**config.mk**
```make
export PLATFORM = sky130hd
export DESIGN_NAME = full_subtractor_reg
export DESIGN_NICKNAME = d
export VERILOG_FILES = /design/src/rtl/full_subtractor_reg.sv
export SDC_FILE = /design/constraint.sdc
export NUM_CORES = 1
export LEC_CHECK = 0
export BUFFER_PORTS_ARGS = -buffer_cell sky130_fd_sc_hd__buf_2
export CAP_MARGIN = 20
export CORE_AREA = 2 2 39 41
export CTS_CLUSTER_DIAMETER = 60
export DETAILED_ROUTE_END_ITERATION = 6
export DIE_AREA = 0 0 41 43
export HOLD_SLACK_MARGIN = 0.15
export PLACE_DENSITY = 0.3
export REMOVE_ABC_BUFFERS = 1
export SETUP_SLACK_MARGIN = 0.15
export SLEW_MARGIN = 20
export SYNTH_ARGS = -nofsm -noshare
export SYNTH_HDL_FRONTEND = slang
export SYNTH_SLANG_ARGS = --single-unit
```
**constraint.sdc**
```tcl
create_clock -name clk -period 1 [get_ports clk]
set_input_delay 0.05 -clock clk [delete_from_list [all_inputs] [get_ports clk]]
set_output_delay 0.05 -clock clk [all_outputs]
set_load 0.1 [all_outputs]
```
**src/rtl/full_subtractor_reg.sv**
```systemverilog
// Registered ripple-borrow full subtractor: Diff/BorrowOut = A - B - BorrowIn,
// captured one cycle after an accepted input, with a valid strobe alongside.
module full_subtractor_reg #(
  parameter int unsigned WIDTH = 1
) (
  input  logic             clk,
  input  logic             rst_n,
  input  logic             in_valid,
  input  logic [WIDTH-1:0] A,
  input  logic [WIDTH-1:0] B,
  input  logic             BorrowIn,
  output logic [WIDTH-1:0] Diff,
  output logic             BorrowOut,
  output logic             out_valid
);

  logic [WIDTH-1:0] diff_d, diff_q;
  logic             borrow_d, borrow_q;
  logic             vld_d, vld_q;

  // Chain of identical 1-bit cells; returns {borrow out of MSB, difference}.
  function automatic logic [WIDTH:0] ripple_sub(
    input logic [WIDTH-1:0] a,
    input logic [WIDTH-1:0] b,
    input logic             bin
  );
    logic [WIDTH-1:0] d;
    logic             brw;
    brw = bin;
    d   = '0;
    for (int i = 0; i < int'(WIDTH); i++) begin
      d[i] = a[i] ^ b[i] ^ brw;
      brw  = (~a[i] & b[i]) | (~(a[i] ^ b[i]) & brw);
    end
    return {brw, d};
  endfunction

  always_comb begin
    diff_d   = diff_q;
    borrow_d = borrow_q;
    vld_d    = 1'b0;
    // Inputs are only looked at when valid, so idle-cycle X/Z cannot reach the flops.
    if (in_valid) begin
      {borrow_d, diff_d} = ripple_sub(A, B, BorrowIn);
      vld_d              = 1'b1;
    end
  end

  // Output register stage
  always_ff @(posedge clk) begin
    if (!rst_n) begin
      diff_q   <= '0;
      borrow_q <= 1'b0;
      vld_q    <= 1'b0;
    end else begin
      diff_q   <= diff_d;
      borrow_q <= borrow_d;
      vld_q    <= vld_d;
    end
  end

  assign Diff      = diff_q;
  assign BorrowOut = borrow_q;
  assign out_valid = vld_q;

endmodule

```
# ---- Word-level counts from Yosys, hierarchy flattened
# Index checks and enable logic that the tools add are counted.
dict set report word_totals {
  out_inout_bits 3
  wordCells 11
  regBits 3
}
dict set report classes {
  bitwise 7
  n_mux 1
}
# cell n
set op_table {}
lappend op_table {{$and 1x1->1} 2}
lappend op_table {{$not 1->1} 2}
lappend op_table {{$xor 1x1->1} 2}
lappend op_table {{$mux 1} 1}
lappend op_table {{$or 1x1->1} 1}

# ---- Depth between registers and ports, before layout
# Gate-level depths: netlist of the first run.
dict set report logic_depth {
  word_depth 4
  mapped_depth 4
  ltp_nobuf 4
}

# ---- Least setup slack after synthesis of the first run
# No wires, ideal clock.
dict set report synth_path {
  path_kind {reg2reg}
  startpoint {reg, netlist name Diff}
  endpoint {reg diff_q, in the netlist Diff}
  path_slack_ps -261
  setup_ps 67
  path_buffers 0
  arrival_ps 1194
  stages_incl_launch_ff 3
  period_less_slack_ps 1261
  required_time_ps 933
  cell_sequence {dfxtp_1 mux2i_1 nor2b_1}
}
# item line_no
set synth_lines {}
lappend synth_lines {{end signal: assignment} 56} ;# diff_q <= diff_d;
lappend synth_lines {{end: declaration} 17} ;# logic [WIDTH-1:0] diff_d, diff_q;

# ---- Final worst setup path of the first run
dict set report layout_path {
  startpoint {reg borrow_q, in the netlist BorrowOut}
  endpoint {out BorrowOut}
}
# item line_no
set layout_lines {}
lappend layout_lines {{start: declaration} 18} ;# logic borrow_d, borrow_q;
lappend layout_lines {{start signal: assignment} 57} ;# borrow_q <= borrow_d;
lappend layout_lines {{end: declaration} 13} ;# output logic BorrowOut,
# No word-level cell between the ends.

==> results.cfg, run 1 <==
[detailed_routing]
dr.first_iter.drc_count = 2
drtPass1Iterations = 2
routed_wirelength_um = 316
wl_per_cell_um = 7.707
vias = 130
ant_nets = 0
drc = 0
avgViaCountPerCell = 3.171

[setup_path]
cp_num_buf_inv = 1
crit_cells = 1
crit_type = flop to output pin
r2r-start = BorrowOut
cp.arrival_ps = 750
cp.required_ps = 950
startpoint_type = flop
cpPeakStageDelay_ps = 340
rr_worst_depth = 1
critPathCaptureType = output pin
path_cells = buf_12
cp_slowest_cell = dfxtp_2
cp_max_fo = 2
regToRegEndpoint = BorrowOut
rrSetupSlack_ps = 360
startpoint = BorrowOut
cp_top_family = flip-flops

[sta]
setup_viol = 0
tns_ps = 0
tightest_slew_ps = 116.5
min_period_ps = 797.2
drv_slew = 0
hold_viol_final = 0
finalCritPeriodShare_pct = 79.72
skew_ps = 0
finalWorstSetupSlack_ps = 202.8
max_freq_ghz = 1.254
rsz0062_at_grt = no
relSlewSlack_pct = 92.01

[grt]
grt_antenna_before_repair = 0
grt_pass1_vias = 135
grt-ovfl-total = 0
grt_usage_pct = 5.110
grt_pass1_wl_um = 483
grt_start_max_net_pins = 5

[cts]
cts.sinks = 3
worstSkewPairLatency_ps = 230
ctsHtreeMaxLevel = 1
cts.path.max_buffers = 2
clk_pin_slew_ps = 40
cts_root_buf = clkbuf_4
cts_tree = done
numCtsBuffers = 3

[placed_design]
gp_congestion = 0.5199
port_buffers = 8
dp_worst_setup_slack_ps = 39.50
dpl.cell_count = 35

[logic_synthesis]
synth_area_leaders = dfxtp_1 (48%), fa_1 (16%), mux2i_1 (8.0%)
synthCells = 11
ys_warn_count = 0
yosysTopAreaCellShare_pct = 48.00
ys_ff_latch = 3
syn_area_um2 = 125.1
yosysMostFrequentCell = dfxtp_1
avgSynthCellArea_um2 = 11.37
ys_types = 8
yosysTopAreaCell = dfxtp_1
synth-edff-count = 0
ys_top_cells_by_count = dfxtp_1 (3), inv_1 (2)
yosys_most_used_dff = dfxtp_1
seq_area_frac_synth_pct = 48.00
synthArstFlopShare_pct = 0

[power]
seqPwrFrac_pct = 28.4
p_leak_uw = 0.0001471
finalPower_uw = 493.4
p_per_area_nw_per_um2 = 1707
power_frac_comb_pct = 29.4
switching_power_uw = 152.0
p_int_uw = 341.4
p_clk_share_pct = 42.2
sw_frac_of_total_pct = 30.81
peakVddDrop_uv = 313.3

[die]
die-area_um2 = 1763
die_height_um = 43
core_area_um2 = 1384
die_width_um = 41
ios = 9
floorplan.initialDensity_pct = 9.042
core.rowCount = 14

[cells_and_area]
area_growth_pct = 131.0
finalNetCount = 33
layout-drive-gt1-share_pct = 60.00
final_cell_count_no_fill = 41
post-route-util_pct = 20.89
multi_input_area_um2 = 57.56
ff_latch_area_um2 = 63.81
n_fill_cell = 156
insertedDiodeCount = 0

[worst_hold_path]
hold_path_depth = 3
worstHoldPathType = input pin to flop
min_from = in_valid
min_to = out_valid

[flow_run]
cap_violations = 0

[status]
status = complete, no violations
==> per-layer routing <==
| metal | track usage, % | up-vias | wire length [um] |
|---|---|---|---|
| met4 | 8.000 | 0 | 0 |
| met1 | 3.514 | 59 | 106 |
| met3 | 4.712 | 0 | 62 |
| met2 | 5.938 | 9 | 147 |
| met5 | 0 | - | 0 |
| li1 | - | 62 | - |
==> flip-flops by register name (all words and copies together) (netlist names) <==
signal / count
BorrowOut: 1
out_valid: 1
Diff: 1
==> cell type report <==
cell class,count,area share (%)
inverter,2,2.597
tap,16,6.926
timing repair buffer,10,39.39
clock buffer,4,9.091
sequential,3,22.08
multi-input combinational,6,19.91
==> what timing repair did <==
action                                  in CTS  in global routing
hold buffers                                 2                  0
gates resized for setup                      2                  3
endpoints found under the setup margin       2                  2
buffers inserted                             0                  0
endpoints found under the hold margin        3                  0
==> placed cells by master (no fill, tap or decap) <==
master / Yosys / routed
fa_1: 1 / 1
buf_6: 0 / 1
dlymetal6s4s_1: 0 / 1
inv_1: 2 / 2
buf_2: 0 / 4
nand2_1: 1 / 1
dlygate4sd3_1: 0 / 1
clkbuf_1: 0 / 1
dfxtp_2: 0 / 3
nor2b_1: 1 / 1
clkbuf_4: 0 / 3
and2_2: 1 / 1
buf_12: 0 / 3
o211a_1: 1 / 1
mux2i_1: 1 / 1
==> worst max path at each step <==
| stage | endpoint | slack, ps |
|---|---|---|
| final | BorrowOut | 200 |
| after global routing | BorrowOut | 170 |
| after CTS | out_valid | 180 |
| after detailed placement | Diff | 40 |
| after global placement | Diff | 60 |
| after floorplan | Diff | -260 |
==> logic make-up (layout without fill, tap and decap cells) <==
| kind of cell | Yosys count | in the layout | share of synthesized area, % |
|---|---|---|---|
| adders and majority gates | 1 | 1 | 16.00 |
| and+or+nand+nor | 3 | 3 | 14.00 |
| AOI/OAI and AO/OA | 1 | 1 | 8.000 |
| buffers and inverters | 2 | 16 | 6.002 |
| DFF | 3 | 3 | 48.00 |
| muxes | 1 | 1 | 8.000 |
==> power by group through the flow <==
stage	logic (uW)	clock network, uW	registers, uW
3_5_place_dp	137	0	140
3_3_place_gp	135	0	140
6_report	145	208	140
5_1_grt	154	236	141
4_1_cts	143	223	140
2_1_floorplan	17.7	0	199
==> through the flow <==
stage	area, um^2	hold WS, ps
4_1_cts	279.0	278.3
6_report	289.0	265.8
5_1_grt	289.0	270.4
3_5_place_dp	230.2	308.1
2_1_floorplan	125.1	178.2
3_3_place_gp	230.2	309.9
(Power assumes the default switching activity.)
==> inputs of run 2 (changes only) <==
ABC_AREA = 1   (was not set)
clock period = 0.8 ns   (was 1 ns; I/O delays follow)
==> run 2 against run 1 <==
  * Largest cell class unchanged
  * Combinational power grew 13%
  * Utilization shrank 1.9 points
  * Power grew 22%
  * Setup slack lost 190 ps
  * Critical path depth is the same
  * Count of clock-buffer cells in the layout is the same
  * Sequential power grew 24%
==> results.cfg, run 2 <==
[cells_and_area]
insertedDiodeCount = 0
layout.cells.most_common_list = buf_2 (5), inv_1 (4)
area_growth_pct = 105.9
fin_area_um2 = 262.8
finalNetCount = 36
final_cell_count_no_fill = 44
final_common_cell = buf_2
layout-drive-gt1-share_pct = 53.57

[grt]
grt_antenna_before_repair = 0
grt_pass1_wl_um = 496
grt_pass1_vias = 146
grt_usage_pct = 4.313
grt_start_max_net_pins = 6
grt-ovfl-total = 0

[logic_synthesis]
synthArstFlopShare_pct = 0
ys_warn_count = 0
synth_area_leaders = dfxtp_1 (47%), fa_1 (16%), inv_1 (15%)
ys_top_cells_by_count = inv_1 (5), dfxtp_1 (3), nor2_1 (3)
avgSynthCellArea_um2 = 7.976
seq_area_frac_synth_pct = 47.06
yosysTopAreaCellShare_pct = 47.06
synthCells = 16
syn_area_um2 = 127.6
synth-edff-count = 0
yosys_most_used_dff = dfxtp_1
ys_ff_latch = 3
ys_types = 7
yosysMostFrequentCell = inv_1
yosysTopAreaCell = dfxtp_1

[setup_path]
cp_num_buf_inv = 1
critPathCaptureType = output pin
crit_type = flop to output pin
cp_top_family = flip-flops
path_cells = buf_12
startpoint_type = flop
rrSetupSlack_ps = 160
cp_slowest_cell = dfxtp_2
cp.required_ps = 760
cp_max_fo = 2
cpPeakStageDelay_ps = 340
cp.arrival_ps = 750

[sta]
min_period_ps = 790.5
tightest_slew_ps = 136.3
finalCritPeriodShare_pct = 98.81
hold_ws_ps = 21.30
rsz0062_at_grt = yes
drv_slew = 0
hold_viol_final = 0
setup_viol = 0
relSlewSlack_pct = 90.82
skew_ps = 0
max_freq_ghz = 1.265

[cts]
worstSkewPairLatency_ps = 230
clk_pin_slew_ps = 40
ctsHtreeMaxLevel = 1
cts_setup_buffers = 0
numCtsBuffers = 3
cts.sinks = 3
cts_tree = done
cts.path.max_buffers = 2
cts_root_buf = clkbuf_4

[die]
die_width_um = 41
die-area_um2 = 1763
core.rowCount = 14
floorplan.initialDensity_pct = 9.222
core_area_um2 = 1384
die_height_um = 43
ios = 9

[detailed_routing]
avgViaCountPerCell = 2.932
drc = 0
routed_wirelength_um = 266
drtPass1Iterations = 2
dr.first_iter.drc_count = 1
ant_nets = 0
wl_per_cell_um = 6.045
vias = 129

[power]
peakVddDrop_uv = 401.0
p_per_area_nw_per_um2 = 2296
p_leak_uw = 0.0001380

[placed_design]
gp_congestion = 0.5899
hpwl_um = 242
dpl.cell_count = 40
port_buffers = 8
postPlaceCellArea_um2 = 232.7

[flow_run]
cap_violations = 0

[status]
status = complete, no violations

[worst_hold_path]
worstHoldPathType = input pin to flop
run 2: cell types whose count changed in the layout (fill, tap and decap cells not counted), sizes merged:
cell,previous run,this run
nor2b,1,0
o21ai,0,2
and2,1,0
mux2i,1,0
nand2,1,2
dlygate4sd3,1,0
inv,2,5
o211a,1,0
nor2,0,3
dlymetal6s4s,1,0
run 2: cell families (layout without fill, tap and decap cells):
family	after synthesis	in the layout	share of synthesized area, %
and+or+nand+nor	5	5	14.71
buffers and inverters	5	17	14.71
DFF	3	3	47.06
AOI/OAI and AO/OA	2	2	7.836
adders and majority gates	1	1	15.69
run 2: worst min-delay path: cells and delay by family:
family / cells / cell delay (ps)
buffers and inverters: 2 / 130
and+or+nand+nor: 1 / 50
run 2: final timing paths:
check / startpoint / end / cells after the start
worst max-delay path: BorrowOut / BorrowOut / 1
worst min-delay path: rst_n / out_valid / 3
worst max register to register: Diff / Diff / 2
worst min register to register: BorrowOut / BorrowOut / 2
run 2: report_power, final:
part / switching (uW) / internal, uW / total [uW] / leakage, uW
sequential: 10.2 / 164 / 174 / 0.0000258
combinational: 104 / 60.4 / 164 / 0.0000972
clock: 77.9 / 187 / 265 / 0.0000150
total: 192 / 411 / 603 / 0.000138
run 2: cell type report:
cell class	instances	area (um^2)
multi-input combinational	8	48.80
inverter	5	18.77
timing repair buffer	8	85.08
clock buffer	4	26.28
tap	16	20.02
fill	160	1121
sequential	3	63.81
run 2: through the flow:
stage / total power, uW / util (%) / setup TNS (ps) / setup WS, ps
floorplan: 268.4 / - / -1348 / -485.4
global placement: 338.9 / 16.82 / -115.8 / -97.53
detailed placement: 340.0 / 16.82 / -135.7 / -110.0
CTS: 614.7 / 18.99 / 0 / 5.268
global route: 644.4 / 18.99 / -23.51 / -16.48
finish: 603.2 / 18.99 / 0 / 9.537
run 2: timing repair:
item,in CTS,in global routing
setup endpoints to repair,4,4
gates resized for setup,4,0
pin swaps,2,0
endpoints found under the hold margin,3,3
run 2: per-layer routing:
layer / track usage, % / vias to the layer above / wire [um]
li1: - / 70 / -
met1: 3.526 / 58 / 95
met2: 7.187 / 1 / 167
met3: 3.141 / 0 / 3
met4: 2.000 / 0 / 0
met5: 0 / - / 0
==> inputs of run 3 (changes only) <==
GPL_TIMING_DRIVEN = 0   (was not set)
==> run 3 against run 2 <==
  * Register-to-register slack improved by 30 ps
  * Die area stayed put
  * Sequential power barely moved
  * Power rose by 2.1%
  * First-iteration DRC count grew to 3.0 times the previous value
  * Sequential cell count did not move
  * Global-route usage grew 0.90 points
  * Clock skew stayed put
  * Count of clock-buffer cells in the layout did not move
==> results.cfg, run 3 (synthesis results as in run 2) <==
[status]
status = complete, no violations

[placed_design]
dp_worst_setup_slack_ps = -103.4
postPlaceCellArea_um2 = 187.7
hpwl_um = 214.2
port_buffers = 8
gp_congestion = 0.6167

[power]
p_leak_uw = 0.0001395
peakVddDrop_uv = 630.4
p_per_area_nw_per_um2 = 2290

[detailed_routing]
routed_wirelength_um = 302
vias = 135
dr_wl_met2_um = 189
drtPass1Iterations = 3
wl_per_cell_um = 6.864
m1WireLength_um = 99
avgViaCountPerCell = 3.068
drc = 0
dr.max_layer_used = met3
ant_nets = 0
dr.first_iter.drc_count = 3
routed-wl-met3_um = 13

[sta]
max_freq_ghz = 1.254
setup_viol = 0
skew_ps = 0
rsz0062_at_grt = yes
finalWorstSetupSlack_ps = 2.321
relSlewSlack_pct = 93.10
min_period_ps = 797.7
drv_slew = 0
hold_viol_final = 0
finalCritPeriodShare_pct = 99.71
tightest_slew_ps = 102.8

[setup_path]
path_cells = buf_12
startpoint_type = flop
cp.arrival_ps = 760
cp_num_buf_inv = 1
regToRegEndpoint = Diff
rr_worst_depth = 2
r2r-start = Diff
rrSetupSlack_ps = 190
crit_type = flop to output pin
cp_slowest_cell = dfxtp_2
cp.required_ps = 760
cpPeakStageDelay_ps = 340
critPathCaptureType = output pin
cp_max_fo = 2
cp_top_family = flip-flops

[cells_and_area]
insertedDiodeCount = 0
multi_input_area_um2 = 48.80
layout.cells.most_common_list = inv_1 (4), buf_2 (4)
finalNetCount = 36
area_growth_pct = 110.8
ff_latch_area_um2 = 63.81
n_fill_cell = 166
fin_area_um2 = 269.0
layout-drive-gt1-share_pct = 53.57

[cts]
ctsHtreeMaxLevel = 1
numCtsBuffers = 3
clk_pin_slew_ps = 40
worstSkewPairLatency_ps = 240
cts_root_buf = clkbuf_4
cts_tree = done
cts_setup_buffers = 0
cts.sinks = 3
cts.path.max_buffers = 2

[grt]
grt-ovfl-total = 0
grt_pass1_wl_um = 531
grt_start_max_net_pins = 6
grt_antenna_before_repair = 0
grt_pass1_vias = 146
grt_usage_pct = 5.216

[die]
die-area_um2 = 1763
die_width_um = 41
die_height_um = 43
floorplan.initialDensity_pct = 9.222
core_area_um2 = 1384
ios = 9
core.rowCount = 14

[worst_hold_path]
worstHoldPathType = input pin to flop
min_to = out_valid
hold_path_depth = 3
min_from = rst_n

[flow_run]
cap_violations = 0
## run 3: cell type report
| cell class | instances | area share [%] |
|---|---|---|
| tap | 16 | 7.442 |
| inverter | 5 | 6.977 |
| clock buffer | 4 | 9.767 |
| timing repair buffer | 8 | 33.95 |
| multi-input combinational | 8 | 18.14 |
| sequential | 3 | 23.72 |
## run 3: repair_timing
action	4_1_cts	5_1_grt
setup endpoints to repair	4	4
resized for setup	15	3
pin swaps	1	3
endpoints found under the hold margin	3	3
## run 3: worst max-delay path by stage
stage | startpoint | to | slack [ps] | depth (start not counted)
global route | BorrowOut | BorrowOut | -20 | 1
floorplan | Diff | Diff | -490 | 2
detailed placement | B | Diff | -100 | 5
finish | BorrowOut | BorrowOut | 2 | 1
global placement | A | Diff | -100 | 4
CTS | BorrowOut | BorrowOut | -4 | 1
## run 3: per-layer routing
metal	vias to the layer above	GRT usage [%]
li1	68	-
met1	64	3.846
met2	3	7.813
met3	0	6.283
met4	0	2.000
met5	-	0
## run 3: per-stage QoR
| stage | total power (uW) | utilization, % | hold WS, ps | std cells | TNS [ps] |
|---|---|---|---|---|---|
| finish | 616.1 | 19.44 | 23.98 | 44 | 0 |
| global route | 664.2 | 19.44 | 33.54 | 44 | -66.68 |
| CTS | 624.2 | 18.99 | 5.767 | 44 | -4.328 |
| detailed placement | 299.3 | 13.56 | 252.9 | 40 | -120.6 |
| global placement | 299.3 | 13.56 | 252.6 | 40 | -121.2 |
| floorplan | 268.4 | - | 133.5 | 16 | -1348 |
## run 3: power by group
part | switching (uW) | internal (uW)
Combinational | 104 | 63.9
Sequential | 10.9 | 164
Clock | 86.3 | 187
Total | 201 | 415
## run 3: tightest hold or removal path, delay by kind of cell
kind	cells	cell delay, ps
buffers and inverters	2	140
AND/OR/NAND/NOR	1	50
